## src/rtl/exc_pkg.sv

```systemverilog
// Shared exception-interface types and constants.
// Used by the external interrupt controller and its helpers.
package exc_pkg;

  localparam int N_SRC_DEF = 8;

  // EStatus code for external IRQs; must match the core's value.
  localparam logic [3:0] ESTATUS_EXT_IRQ = 4'b0001;

  typedef enum logic [1:0] {
    IDLE,
    REQ,
    SERVICE
  } irq_state_e;

endpackage

```

## src/rtl/irq_prio_enc.sv

```systemverilog
// Fixed-priority encoder, lowest set index wins. Combinational.
// Ports: req (N_SRC) in; valid, id (ID_W) out.
module irq_prio_enc #(
  parameter int N_SRC = 8,
  parameter int ID_W  = $clog2(N_SRC)
) (
  input  logic [N_SRC-1:0] req,
  output logic             valid,
  output logic [ID_W-1:0]  id
);

  // Scan high to low so the lowest set bit is written last.
  always_comb begin
    valid = 1'b0;
    id    = '0;
    for (int i = N_SRC - 1; i >= 0; i--) begin
      if (req[i]) begin
        valid = 1'b1;
        id    = ID_W'(i);
      end
    end
  end

endmodule

```

## src/rtl/ext_irq_ctrl.sv

```systemverilog
// External interrupt requester for the ExtIRQ/ExtIAck/ERet interface.
// Ports: clk, reset, irq_in, mask_we, mask_wdata, ExtIAck, ERet in;
//        ExtIRQ, irq_id, irq_pending, irq_mask, in_service,
//        serviced_count out.
module ext_irq_ctrl
  import exc_pkg::*;
#(
  parameter int N_SRC = N_SRC_DEF,
  parameter int ID_W  = $clog2(N_SRC),
  parameter int CNT_W = 16
) (
  input  logic             clk,
  input  logic             reset,
  input  logic [N_SRC-1:0] irq_in,
  input  logic             mask_we,
  input  logic [N_SRC-1:0] mask_wdata,
  input  logic             ExtIAck,
  input  logic             ERet,
  output logic             ExtIRQ,
  output logic [ID_W-1:0]  irq_id,
  output logic [N_SRC-1:0] irq_pending,
  output logic [N_SRC-1:0] irq_mask,
  output logic             in_service,
  output logic [CNT_W-1:0] serviced_count
);

  irq_state_e state, state_n;

  logic [N_SRC-1:0] irq_prev;
  logic [N_SRC-1:0] rise;
  logic [N_SRC-1:0] clr;
  logic [N_SRC-1:0] sel;
  logic             sel_v;
  logic [ID_W-1:0]  win_id;
  logic             ack;

  assign rise = irq_in & ~irq_prev;
  assign sel  = irq_pending & ~irq_mask;

  irq_prio_enc #(
    .N_SRC (N_SRC),
    .ID_W  (ID_W)
  ) u_prio (
    .req   (sel),
    .valid (sel_v),
    .id    (win_id)
  );

  always_comb begin
    state_n = state;
    ack     = 1'b0;
    clr     = '0;
    unique case (state)
      IDLE: begin
        if (sel_v) state_n = REQ;
      end
      REQ: begin
        if (ExtIAck) begin
          state_n = SERVICE;
          ack     = 1'b1;
        end
      end
      SERVICE: begin
        if (ERet) state_n = IDLE;
      end
      default: state_n = IDLE;
    endcase
    if (ack) clr[irq_id] = 1'b1;
  end

  always_ff @(posedge clk) begin
    if (reset) begin
      state          <= IDLE;
      irq_prev       <= '0;
      irq_pending    <= '0;
      irq_mask       <= '0;
      ExtIRQ         <= 1'b0;
      irq_id         <= '0;
      in_service     <= 1'b0;
      serviced_count <= '0;
    end else begin
      state    <= state_n;
      irq_prev <= irq_in;
      // A new edge beats the ack clear on the same bit.
      irq_pending <= (irq_pending & ~clr) | rise;
      if (mask_we) irq_mask <= mask_wdata;
      ExtIRQ     <= (state_n == REQ);
      in_service <= (state_n == SERVICE);
      // ID is captured once on entry to REQ, then frozen.
      if (state == IDLE && sel_v) irq_id <= win_id;
      if (ack) serviced_count <= serviced_count + CNT_W'(1);
    end
  end

endmodule

```

## config.mk

```make
export PLATFORM = sky130hd
export DESIGN_NAME = ext_irq_ctrl
export DESIGN_NICKNAME = d
export VERILOG_FILES = /design/src/rtl/exc_pkg.sv /design/src/rtl/irq_prio_enc.sv /design/src/rtl/ext_irq_ctrl.sv
export SDC_FILE = /design/constraint.sdc
export NUM_CORES = 1
export LEC_CHECK = 0
export CAP_MARGIN = 20
export CORE_MARGIN = 2
export CORE_UTILIZATION = 45
export CTS_BUF_LIST = sky130_fd_sc_hd__clkbuf_8
export DETAILED_ROUTE_END_ITERATION = 8
export PLACE_DENSITY = 0.81
export SLEW_MARGIN = 20
export SYNTH_ARGS = -nofsm -noshare
export SYNTH_HDL_FRONTEND = slang
export SYNTH_SLANG_ARGS = --single-unit
```

## constraint.sdc

```tcl
create_clock -name clk -period 2.4 [get_ports clk]
set_input_delay 0.36 -clock clk [delete_from_list [all_inputs] [get_ports clk]]
set_output_delay 0.36 -clock clk [all_outputs]
set_load 0.1 [all_outputs]
```

==> results of run 1 <==
[cells by family after synthesis]
family	synth area share
adders and majority gates	0.00648
AOI/OAI and AO/OA	0.131
DFF	0.488
xor gates and xnor gates	0.0363
muxes	0.0415
and+or+nand+nor	0.279
buffers and inverters	0.0182
[layer usage]
layer,wire length (um),share of wire,up-vias
met5,0,0,-
met4,59,0.014,0
met3,231,0.054,7
met2,1890,0.44,50
met1,2120,0.49,776
li1,-,-,862
[cell type report]
cell class | instances | share of cell area
Tap cell | 50 | 0.0246
Timing Repair Buffer | 59 | 0.194
Clock inverter | 3 | 0.00493
Sequential cell | 47 | 0.372
Inverter | 1 | 0.00148
Multi-Input combinational cell | 156 | 0.376
Clock buffer | 5 | 0.0271
[power by group through the flow]
stage | Clock (mW) | Sequential, mW | Combinational (mW)
floorplan | 0 | 1.09 | 0.113
finish | 0.440 | 0.862 | 0.447
global route | 0.488 | 0.868 | 0.469
CTS | 0.450 | 0.861 | 0.448
global placement | 0 | 0.879 | 0.443
detailed placement | 0 | 0.879 | 0.446
[flip-flops by register name, indices dropped and copies added (netlist names)]
register,cells
irq_pending,8
irq_mask,8
serviced_count,16
ExtIRQ,1
irq_prev,8
irq_id,3
state,2
in_service,1
[worst register-to-register path: cells and delay by family (launching register included)]
family	cells	cell delay [ps]
AO/OA/AOI/OAI	1	140
AND/OR/NAND/NOR	3	1080
flip-flops	1	520
[cells in the final DEF (no fill, tap or decap), types with 4 or more instances in the layout]
cell,synthesis,layout
o31ai_1,5,5
a21oi_1,19,19
dfxtp_1,47,44
o21ai_0,13,13
xnor2_1,5,5
nor2_1,22,22
nand2_1,11,11
nand2b_1,19,19
clkdlybuf4s50_1,0,20
clkbuf_8,0,5
nand4_1,7,7
buf_4,0,39
nand3_1,4,4
nor2b_1,12,12
mux2i_1,8,8
[stage by stage]
stage	power (mW)	instances	hold WS [ps]	cell area (sq um)	worst slack, ps
detailed placement	1.33	313	475	2460	246
finish	1.75	321	483	2540	549
global placement	1.32	313	470	2460	274
CTS	1.76	321	486	2540	554
global route	1.83	321	521	2540	486
floorplan	1.21	212	462	1930	27.1
[how the worst max path moves through the flow]
stage                                               from                               to
after floorplan           serviced_count[5]$_SDFFE_PP0P_  serviced_count[15]$_SDFFE_PP0P_
after global placement                           ExtIAck  serviced_count[15]$_SDFFE_PP0P_
after global routing                             ExtIAck  serviced_count[15]$_SDFFE_PP0P_
after detailed placement                         ExtIAck  serviced_count[15]$_SDFFE_PP0P_
final                                            ExtIAck  serviced_count[15]$_SDFFE_PP0P_
after CTS                                        ExtIAck  serviced_count[15]$_SDFFE_PP0P_
==> flow_summary_export.csv, run 1 <==
group,metric,value,unit
final_layout,fill_cells,347,
global_routing,grt_overflow_total,0,
global_routing,track_usage,0.178,
timing,post-route-period-util,0.771,
clock_network,cts_tree,"built",
power_and_ir_drop,p_leak,1.03,nW
setup_path,cp.depth,5,
timing,skew,8.33,ps
setup_path,slowest_delay,590,ps
setup_path,r2r_start,"state[0]$_SDFF_PP0_",
final_layout,drive_gt1_frac,0.207,
drt,post_drt_via_cell_ratio,5.28,
clock_network,cts_resized,0,
global_routing,grt_util_met2,0.285,
drt,vias,1695,
clock_network,cts_hold_buf,0,
timing,grt_setup_unrepaired,"no",
setup_path,worstRegToRegCells,4,
timing,max_slew_margin,0.694,
power_and_ir_drop,p_seq_frac,0.493,
clock_network,clk_latency,290,ps
hold_path,hold_end,"irq_pending[4]$_SDFF_PP0_",
power_and_ir_drop,power_frac_comb,0.256,
timing,hold_viol_final,0,
floorplanning,rows,23,
clock_network,cts_buffers,5,
placement,port_buffers,57,
global_routing,grt_max_degree,26,
timing,layout_min_cycle_time,1850,ps
logic_synthesis,synth_async_sr_flop_share,0,
setup_path,path_cells,"clkdlybuf4s50_1, nand2_4, or4_4, or3_1, a21oi_1",
final_layout,diodes,0,
logic_synthesis,avgSynthCellArea,9.10,sq um
final_layout,syn_to_final_growth,31.6,%
setup_path,critPathRequiredTime,2630,ps
setup_path,ff2ff_setup_slack,600,ps
drt,drc_errors,0,
global_routing,grt_pass1_wl,7080,um
setup_path,worstPathArrival,2080,ps
timing,tns,0,ps
global_routing,antenna_found_initial,0,
floorplanning,core_area,4060,sq um
logic_synthesis,ys_seq_area_frac,0.488,
timing,finalSetupViolCount,0,
global_routing,gr-max-usage-layer,"met2",
clock_network,cts-root-buf,"clkbuf_8",
timing,slew_violations,0,
hold_path,holdCritStartpoint,"irq_prev[4]$_SDFF_PP0_",
timing,max_freq,0.540,GHz
floorplanning,die_h,69.5,um
floorplanning,start_util,0.475,
clock_network,clockBufferDepth,2,
clock_network,h-tree-depth,2,
floorplanning,ioPinCount,58,
setup_path,cp-end-kind,"flip-flop",
floorplanning,die_area,4830,sq um
setup_path,cp_num_buf_inv,1,
drt,dr.pass1.iters,4,
logic_synthesis,yosysUniqueCellTypes,35,
logic_synthesis,ys.flop_type,"dfxtp_1",
floorplanning,fp.dieW,69.5,um
timing,max_slew.worst_pin.slew,458,ps
setup_path,r2r_end,"serviced_count[15]$_SDFFE_PP0P_",
logic_synthesis,post-synth-top-count-cell,"dfxtp_1",
logic_synthesis,syn_nets,234,
power_and_ir_drop,switching_share,0.346,
logic_synthesis,yosysTopAreaCell,"dfxtp_1",
logic_synthesis,synthCells,212,
clock_network,cts.sinks,47,
placement,dpl.hpwl,3190,um
setup_path,criticalPathCategory,"in -> reg",
global_routing,use_met1,0.237,
setup_path,critPathTopFamily,"simple AND/OR/NAND/NOR gates",
final_layout,post-route-util,0.626,
run_status,status,"finished, final reports clean",
clock_network,clk_pin_slew,80,ps
final_layout,fin_nets,292,
power_and_ir_drop,switchingPower,0.606,mW
final_layout,regArea,945,sq um
final_layout,multi_input_area,953,sq um
power_and_ir_drop,intPower,1.14,mW
setup_path,slowest_stage,"or4_4",
setup_path,crit_path_max_fanout,9,
logic_synthesis,ys_warn_count,0,
drt,post_drt_wl_per_cell,13.4,um
power_and_ir_drop,power_density,689,nW/um^2
hold_path,holdPathStages,2,
logic_synthesis,synthTopCellsByCount,"dfxtp_1, nor2_1, a21oi_1, nand2b_1, o21ai_0",
setup_path,start_kind,"primary input",
power_and_ir_drop,power.share.clock,0.252,
clock_network,postCtsSetupBuffers,0,
drt,routed_wl,4300,um
hold_path,hold_path.class,"reg -> reg",
drt,first_iter_violations,81,
job,drv_cap,0,
global_routing,first_global_vias,1550,
placement,gp_congestion,0.864,
drt,antenna_left,0,
power_and_ir_drop,ir_drop,0.000420,V
logic_synthesis,syn_area,1930,sq um
global_routing,grtUsageMet3,0.0407,
logic_synthesis,synth-edff-count,0,
logic_synthesis,synth_top_area_share,0.488,
logic_synthesis,ys_ff_latch,47,
logic_synthesis,synth_area_leaders,"dfxtp_1, nand2b_1, a21oi_1, nor2_1, mux2i_1",
(Power assumes the default switching activity.)
==> inputs of run 2 (changes only) <==
- CORE_UTILIZATION: 45 -> 43
- clock period: 2.4 -> 1.6 ns (I/O delays scaled with it)
==> flow_summary_export.csv, run 2 (synthesis results as in run 1) <==
group,metric,value,unit
floorplanning,core_area,4320,sq um
power_and_ir_drop,total_power,2.84,mW
placement,dp_cells,334,
timing,skew,3.98,ps
global_routing,track_usage,0.209,
power_and_ir_drop,power_density,869,nW/um^2
timing,post-route-period-util,1.01,
drt,routed_wl,5160,um
placement,dp_slack,-394,ps
setup_path,r2r_end,"serviced_count[12]$_SDFFE_PP0P_",
setup_path,ff2ff_setup_slack,-20,ps
drt,post_drt_via_cell_ratio,5.35,
drt,antenna_left,0,
global_routing,grt_pass1_wl,8380,um
final_layout,largest_reg_flops,16,
timing,grt_setup_unrepaired,"yes",
setup_path,cp-endpoint,"serviced_count[12]$_SDFFE_PP0P_",
setup_path,worstRegToRegCells,4,
power_and_ir_drop,p_leak,1.26,nW
timing,layout_min_cycle_time,1620,ps
setup_path,critical_path.startpoint,"serviced_count[5]$_SDFFE_PP0P_",
clock_network,h-tree-depth,2,
timing,max_freq,0.618,GHz
final_layout,top_register,"serviced_count",
timing,slew_violations,0,
final_layout,syn_to_final_growth,69.6,%
placement,port_buffers,57,
floorplanning,die_area,5040,sq um
clock_network,clk_pin_slew,80,ps
timing,hold_viol_final,0,
timing,hold_slack,481,ps
setup_path,path_cells,"nand4_1, or2_2, or4_1, a21oi_1",
final_layout,fin_nets,312,
setup_path,cp-end-kind,"flip-flop",
global_routing,grt_overflow_total,0,
drt,dr.pass1.iters,4,
setup_path,worstPathArrival,1840,ps
clock_network,cts_tree,"built",
clock_network,cts-root-buf,"clkbuf_8",
timing,max_slew.worst_pin.slew,311,ps
clock_network,clk_latency,300,ps
drt,post_drt_wl_per_cell,15.0,um
hold_path,holdCritStartpoint,"irq_prev[2]$_SDFF_PP0_",
final_layout,final_common_cell,"buf_12",
global_routing,first_global_vias,1781,
final_layout,stdcell_area,3270,sq um
global_routing,grt_max_degree,30,
setup_path,critPathTopFamily,"simple AND/OR/NAND/NOR gates",
setup_path,cp.depth,4,
floorplanning,start_util,0.446,
timing,max_slew_margin,0.792,
job,drv_cap,0,
final_layout,post-route-util,0.757,
run_status,violations,"setup timing",
run_status,status,"finished, violations left",
floorplanning,die_h,71.0,um
setup_path,slowest_delay,500,ps
final_layout,fin_cells,343,
clock_network,cts_buffers,5,
power_and_ir_drop,ir_drop,0.000574,V
floorplanning,rows,24,
final_layout,diodes,0,
setup_path,slowest_stage,"or4_1",
setup_path,criticalPathCategory,"reg -> reg",
placement,post_dp_cell_area,3160,sq um
drt,drc_errors,0,
final_layout,drive_gt1_frac,0.378,
setup_path,cp_num_buf_inv,0,
drt,vias,1835,
clock_network,cts.sinks,47,
floorplanning,fp.dieW,71.0,um
final_layout,layout_common_cells,"buf_12, nor2_1, buf_4",
drt,first_iter_violations,189,
setup_path,r2r_start,"serviced_count[5]$_SDFFE_PP0P_",
clock_network,cts_hold_buf,0,
timing,worst_slack,-17.0,ps
setup_path,critPathRequiredTime,1820,ps
placement,gp_congestion,0.841,
clock_network,clockBufferDepth,2,
hold_path,hold_path.class,"reg -> reg",
setup_path,crit_path_max_fanout,4,
final_layout,fill_cells,277,
floorplanning,ioPinCount,58,
placement,dpl.hpwl,3900,um
timing,tns,-17.0,ps
timing,finalSetupViolCount,1,
setup_path,start_kind,"flip-flop",
global_routing,antenna_found_initial,0,
[run 2: cell count changes in the layout (fill, tap and decap cells not counted), sizes merged]
cell           before  now
dlygate4sd2         0    1
clkbuf              5    6
buf                39   59
clkdlybuf4s50      20   19
inv                 3    2
[run 2: timing repair]
action / in CTS / in global routing
setup endpoints to repair: 2 / 3
pin swaps: 4 / 2
gates resized for setup: 3 / 1
endpoints found under the hold margin: 0 / 0
setup buffers: 0 / 1
[run 2: worst min-delay path by stage]
stage	end	cells past startpoint	slack, ps
after floorplan	irq_prev[0]$_SDFF_PP0_	1	370
after global placement	irq_pending[0]$_SDFF_PP0_	2	460
after detailed placement	irq_pending[2]$_SDFF_PP0_	2	470
after CTS	irq_pending[2]$_SDFF_PP0_	2	480
after global routing	irq_pending[4]$_SDFF_PP0_	2	500
final	irq_pending[2]$_SDFF_PP0_	2	480
[run 2: area by class of cell]
cell class / count / area [sq um] / area share
clock buffers: 6 / 82.6 / 0.0252
clock inverters: 2 / 8.76 / 0.00268
inverters: 1 / 3.75 / 0.00115
multi-input cells: 156 / 981 / 0.300
flip-flops and latches: 47 / 1030 / 0.314
well taps: 52 / 65.1 / 0.0199
repair buffers: 79 / 1100 / 0.338
[run 2: layer usage]
metal / global-route usage / vias up / share of wire
met5: 0 / - / 0
met1: 0.258 / 864 / 0.43
li1: - / 901 / -
met4: 0.0503 / 0 / 0.0095
met2: 0.362 / 65 / 0.50
met3: 0.0570 / 5 / 0.057
[run 2: power by group]
group          total, mW  internal [mW]  switching (mW)  leakage (nW)
clock network      0.720          0.342           0.378        0.0524
logic              0.824          0.323           0.501         0.808
registers           1.30           1.22          0.0839         0.404
[run 2: worst register-to-register path: stages (launching register included)]
cell and delay, ps:
dfxtp_4 350, nand4_1 150, or2_2 370, or4_1 500, a21oi_1 170
==> inputs of run 3 (changes only) <==
- SLEW_MARGIN: 20 -> 15
==> results of run 3 <==
Same layout as run 2: the final DEF is identical, and so are final timing and power.
